[src/rtl/retire_stage.sv]
// retire_stage: in-order retirement from the ROB head, up to N entries per cycle.
// Retires the leading run of complete head slots, publishes architectural map
// writes and frees previous physical registers in the same cycle, and handles
// mispredict flush/recovery and halt.
// Optional feature macro: RETIRE_PERF_CNT_EN (retired_count / stall_cycles counters).
module retire_stage #(
    parameter int unsigned N              = 3,
    parameter int unsigned ARCH_BITS      = 5,
    parameter int unsigned PHYS_BITS      = 6,
    parameter int unsigned RECOVER_CYCLES = 2,
    localparam int unsigned CNT_BITS      = $clog2(N + 1)
) (
    input  logic                   clock,
    input  logic                   reset,
    input  logic [CNT_BITS-1:0]    rob_outputs_valid,
    input  logic [N-1:0]           head_complete,
    input  logic [N-1:0]           head_mispredict,
    input  logic [N-1:0]           head_halt,
    input  logic [N*ARCH_BITS-1:0] head_dest_arch,
    input  logic [N*PHYS_BITS-1:0] head_dest_phys,
    input  logic [N*PHYS_BITS-1:0] head_prev_phys,
    input  logic [N*32-1:0]        head_target_pc,
    output logic [CNT_BITS-1:0]    num_retiring,
    output logic [N-1:0]           map_we,
    output logic [N*ARCH_BITS-1:0] map_arch,
    output logic [N*PHYS_BITS-1:0] map_phys,
    output logic [N-1:0]           free_valid,
    output logic [N*PHYS_BITS-1:0] free_phys,
    output logic                   flush,
    output logic [31:0]            redirect_pc,
    output logic                   halted,
    output logic [63:0]            retired_count,
    output logic [31:0]            stall_cycles
);

    localparam int unsigned         RCNT_BITS = 4;
    localparam logic [CNT_BITS-1:0] N_CNT     = CNT_BITS'(N);

    typedef enum logic [1:0] {
        RUN     = 2'd0,
        RECOVER = 2'd1,
        HALTED  = 2'd2
    } state_t;

    state_t                 state;
    logic [RCNT_BITS-1:0]   recover_cnt;

    logic [CNT_BITS-1:0]    valid_eff;
    logic                   retire_en;
    logic [N-1:0]           retire_slot;
    logic [CNT_BITS-1:0]    retire_cnt;
    logic                   halt_hit;
    logic                   mispredict_hit;
    logic [31:0]            mispredict_pc;
    logic                   scanning;

    // Clamp the ROB valid count to the retire width; reset and non-RUN states block retirement
    always_comb begin
        valid_eff = (rob_outputs_valid > N_CNT) ? N_CNT : rob_outputs_valid;
        retire_en = (state == RUN) && !reset;
    end

    // Scan head slots oldest-first; stop at the first incomplete slot or after a halt/mispredict
    always_comb begin
        retire_slot    = '0;
        retire_cnt     = '0;
        halt_hit       = 1'b0;
        mispredict_hit = 1'b0;
        mispredict_pc  = '0;
        scanning       = retire_en;
        for (int unsigned i = 0; i < N; i++) begin
            if (scanning && (CNT_BITS'(i) < valid_eff) && head_complete[i]) begin
                retire_slot[i] = 1'b1;
                retire_cnt     = retire_cnt + CNT_BITS'(1);
                if (head_halt[i]) begin
                    // halt wins over a mispredict flagged in the same slot
                    halt_hit = 1'b1;
                    scanning = 1'b0;
                end else if (head_mispredict[i]) begin
                    mispredict_hit = 1'b1;
                    mispredict_pc  = head_target_pc[i*32 +: 32];
                    scanning       = 1'b0;
                end
            end else begin
                scanning = 1'b0;
            end
        end
    end

    // Same-cycle map table writes and free-list returns for retiring slots with a destination
    always_comb begin
        num_retiring = retire_cnt;
        map_we       = '0;
        map_arch     = '0;
        map_phys     = '0;
        free_valid   = '0;
        free_phys    = '0;
        for (int unsigned i = 0; i < N; i++) begin
            if (retire_slot[i] && (head_dest_arch[i*ARCH_BITS +: ARCH_BITS] != '0)) begin
                map_we[i]                         = 1'b1;
                map_arch[i*ARCH_BITS +: ARCH_BITS] = head_dest_arch[i*ARCH_BITS +: ARCH_BITS];
                map_phys[i*PHYS_BITS +: PHYS_BITS] = head_dest_phys[i*PHYS_BITS +: PHYS_BITS];
                free_valid[i]                     = 1'b1;
                free_phys[i*PHYS_BITS +: PHYS_BITS] = head_prev_phys[i*PHYS_BITS +: PHYS_BITS];
            end
        end
    end

    // Control FSM: flush pulse and redirect on mispredict, timed recovery, sticky halt
    always_ff @(posedge clock) begin
        if (reset) begin
            state       <= RUN;
            recover_cnt <= '0;
            flush       <= 1'b0;
            redirect_pc <= '0;
            halted      <= 1'b0;
        end else begin
            flush <= 1'b0;
            case (state)
                RUN: begin
                    if (halt_hit) begin
                        state  <= HALTED;
                        halted <= 1'b1;
                    end else if (mispredict_hit) begin
                        state       <= RECOVER;
                        recover_cnt <= RCNT_BITS'(RECOVER_CYCLES);
                        flush       <= 1'b1;
                        redirect_pc <= mispredict_pc;
                    end
                end
                RECOVER: begin
                    if (recover_cnt <= RCNT_BITS'(1)) begin
                        state       <= RUN;
                        recover_cnt <= '0;
                    end else begin
                        recover_cnt <= recover_cnt - RCNT_BITS'(1);
                    end
                end
                HALTED: begin
                    halted <= 1'b1;
                end
                default: begin
                    state <= RUN;
                end
            endcase
        end
    end

`ifdef RETIRE_PERF_CNT_EN
    // Performance counters: total retired entries and head-blocked RUN cycles, both wrapping
    always_ff @(posedge clock) begin
        if (reset) begin
            retired_count <= '0;
            stall_cycles  <= '0;
        end else begin
            retired_count <= retired_count + 64'(retire_cnt);
            if ((state == RUN) && (rob_outputs_valid != '0) && (retire_cnt == '0)) begin
                stall_cycles <= stall_cycles + 32'd1;
            end
        end
    end
`else
    assign retired_count = '0;
    assign stall_cycles  = '0;
`endif

endmodule

[config.mk]
export PLATFORM = sky130hd
export DESIGN_NAME = retire_stage
export DESIGN_NICKNAME = d
export VERILOG_FILES = /design/src/rtl/retire_stage.sv
export SDC_FILE = /design/constraint.sdc
export NUM_CORES = 1
export LEC_CHECK = 0
export ABC_AREA = 1
export CAP_MARGIN = 15
export CORE_AREA = 2 2 137 139
export DETAILED_ROUTE_END_ITERATION = 10
export DIE_AREA = 0 0 139 141
export PLACE_DENSITY = 0.55
export SLEW_MARGIN = 10
export SYNTH_ARGS = -nofsm -noshare
export SYNTH_HDL_FRONTEND = slang
export SYNTH_SLANG_ARGS = --single-unit
[constraint.sdc]
create_clock -name clock -period 1.99 [get_ports clock]
set_clock_uncertainty 0.15 [all_clocks]
set_input_delay 0.199 -clock clock [delete_from_list [all_inputs] [get_ports clock]]
set_output_delay 0.199 -clock clock [all_outputs]
set_load 0.01 [all_outputs]
==> results.py <==
metrics = {
    "logic_synthesis": {
        "yosys.area.top_type": "dfxtp_1",
        "netlist_area_um2": 3670,
        "synth_seq_cells": 40,
        "synthSimpleGateAreaFrac": 0.343,
        "synth_top_area_share": 0.218,
        "yosysSeqAreaShare": 0.218,
        "synth_xor_area_frac": 0.00716,
        "synth_area_leaders": "dfxtp_1 (22%), buf_4 (20%), nor2_1 (13%)",
        "synth_area_per_cell_um2": 5.93,
        "synth_mux_area_frac": 0,
        "synth_fa_ha_area_frac": 0.0136,
        "synth_cell_types": 28,
        "synth_cells": 619,
        "synth-warning-count": 0,
        "synth_top_family_by_area": "buffers and inverters",
        "synth-compound-area-share": 0.0641,
    },
    "floorplanning": {
        "die_y_um": 141,
        "initial_utilization": 0.201,
        "design.core.area_um2": 18300,
        "die_area_um2": 19600,
        "die_x_um": 139,
        "io_pins": 349,
        "placementRows": 50,
    },
    "timing": {
        "setup_violations": 41,
        "hold_violations": 0,
        "worst_pin_slew_ps": 599,
        "tns_ps": -1500,
        "rsz0062_at_grt": "true",
        "setup_ws_ps": -92.0,
        "period_share": 1.05,
        "slew_headroom": 0.599,
        "min_period_ps": 2080,
        "maxSlewViolCount": 0,
        "max_clock_freq_mhz": 480,
    },
    "layout": {
        "fin_nets": 1070,
        "syn2layout_area_growth_pct": 102,
        "diodes": 0,
        "layout_commonest_cell": "clkdlybuf4s50_1",
        "drive_gt1_frac": 0.280,
        "final_cells": 1141,
        "mostFrequentLayoutCells": "clkdlybuf4s50_1 (184), inv_1 (99), conb_1 (96)",
        "fill_cells": 1908,
    },
    "cts": {
        "root_buffer": "clkbuf_16",
        "cts_tree": "yes",
        "clkSlewWorstSetupHoldPaths_ps": 60,
        "hold_buffers": 0,
        "clock_path_buffers": 2,
        "cts_htree_levels": 2,
        "clkLatencyLatePin_ps": 290,
        "cts_buffers": 5,
        "clock-sinks": 40,
    },
    "placed_design": {
        "numPortBuffers": 252,
        "dp.cells": 1108,
        "place_congestion": 0.767,
        "dp.final_hpwl_um": 11300,
    },
    "global_route": {
        "grt_max_degree": 38,
        "grt_pass1_vias": 3693,
        "grt.total_usage": 0.132,
        "gr-total-overflow": 0,
        "grt_pass1_wl_um": 20600,
        "antenna_found_initial": 0,
    },
    "min_path": {
        "hp-start": "reset",
        "hp-class": "input port to flip-flop",
    },
    "power": {
        "p_leak_nw": 3.56,
        "power_density_nw_per_um2": 344,
        "worst_ir_drop_vdd_v": 0.000265,
    },
    "setup_path": {
        "crit_path_cell_trace": "nor2_4 -> buf_6 -> nand3_4 -> nor2_8 -> buf_6 -> ha_4 -> xnor2_2 -> buf_2",
        "crit_fanout": 3,
        "max_stage_delay_ps": 330,
        "crit_type": "flip-flop to output port",
        "critPathArrivalTime_ps": 1730,
        "crit_path_end_kind": "output port",
        "critPathRequiredTime_ps": 1640,
        "path_common_cell": "buf_6",
        "crit_buf_inv": 3,
        "cpLargestDelayFamily": "buffers and inverters",
        "cp-startpoint": "state[0]",
        "crit_path_start_kind": "flip-flop",
        "r2r_start": "state[0]",
        "critPathSlowestCell": "dfxtp_2",
    },
    "routing": {
        "route.final.wire_length_um": 15900,
        "drc_errors": 0,
        "wl_per_cell_um": 14.0,
        "ant_nets": 0,
        "num_vias": 4388,
        "first_iter_violations": 133,
        "first_pass_iters": 4,
        "post_drt_via_cell_ratio": 3.85,
    },
    "status": {
        "status": "complete, but fails checks",
        "violations": "setup timing",
    },
    "job": {
        "max-cap-violations": 0,
    },
}
-- registers in the layout (all words and copies together) (netlist names) --
register and cells:
flush 1, halted 1, recover_cnt 4, redirect_pc 32
state 2
-- area by class of cell --
class	instances	area (um^2)	area share
sequential	40	803	0.108
clock inverter	3	42.5	0.00574
tap	234	293	0.0395
timing repair buffer	308	3130	0.422
inverter	109	427	0.0575
clock buffer	5	125	0.0169
multi-input combinational	442	2600	0.350
-- worst register-to-register path: stages, from the launching register on --
cell and delay (ps):
dfxtp_2 330, nor2_4 130, buf_6 110, nand3_4 90, nor2_8 160, buf_6 120, buf_12 100, buf_12 100
nand3_4 150, clkbuf_16 240, nand3_1 80, a21oi_1 60
-- where the power goes --
group          internal, mW  total (mW)  switching (mW)
logic                 0.425       0.783           0.358
clock network         0.590       0.943           0.353
registers             0.818       0.827         0.00981
-- metal layers --
| metal | routed length [um] | vias up | GRT usage |
|---|---|---|---|
| met5 | 0 | - | 0 |
| met4 | 55 | 0 | 0.0175 |
| met3 | 910 | 5 | 0.0306 |
| met2 | 8150 | 156 | 0.230 |
| met1 | 6800 | 1980 | 0.171 |
| li1 | - | 2247 | - |
-- path summary, 6_finish.rpt --
kind / endpoint / slack (ps) / cells past startpoint
hold reg to reg: redirect_pc[11] / 320 / 2
setup reg to reg: redirect_pc[6] / 40 / 11
setup / recovery: num_retiring[0] / -90 / 8
hold / removal: state[0] / 200 / 5
-- per-stage QoR --
stage | worst slack, ps | hold slack, ps | power [mW] | utilization | instance area (um^2)
after global placement | -740 | 317 | 1.55 | 0.344 | 6290
after detailed placement | -712 | 322 | 1.55 | 0.344 | 6290
final | -92.0 | 200 | 2.55 | 0.406 | 7420
after CTS | -142 | 193 | 2.52 | 0.355 | 6490
after floorplan | 141 | 252 | 1.22 | - | 4030
after global routing | -169 | 237 | 2.69 | 0.406 | 7420
-- logic make-up after synthesis --
kind of cell,count (synthesis)
compound gates,45
simple gates,292
buf+inv,234
other cells,1
fa+ha+maj,4
flops,40
xor+xnor,3
-- synthesized netlist by cell type, drive strengths merged --
cell type and n:
dfxtp 40, conb 1, o21ai 4, buf 117, a21oi 38, ha 4, a31oi 2, clkbuf 8
o22ai 1, or2 1, inv 109, nand3 73, nand2 83, xor2 2, nand4 3, nor2 130
xnor2 1, nor3 2
-- what timing repair did --
action / CTS / global route
gates cloned: 1 / 11
buffers inserted: 5 / 9
setup endpoints to repair: 95 / 91
pin swaps: 17 / 42
gates resized for setup: 258 / 212
Note: power is estimated with default switching activity, not from simulation.
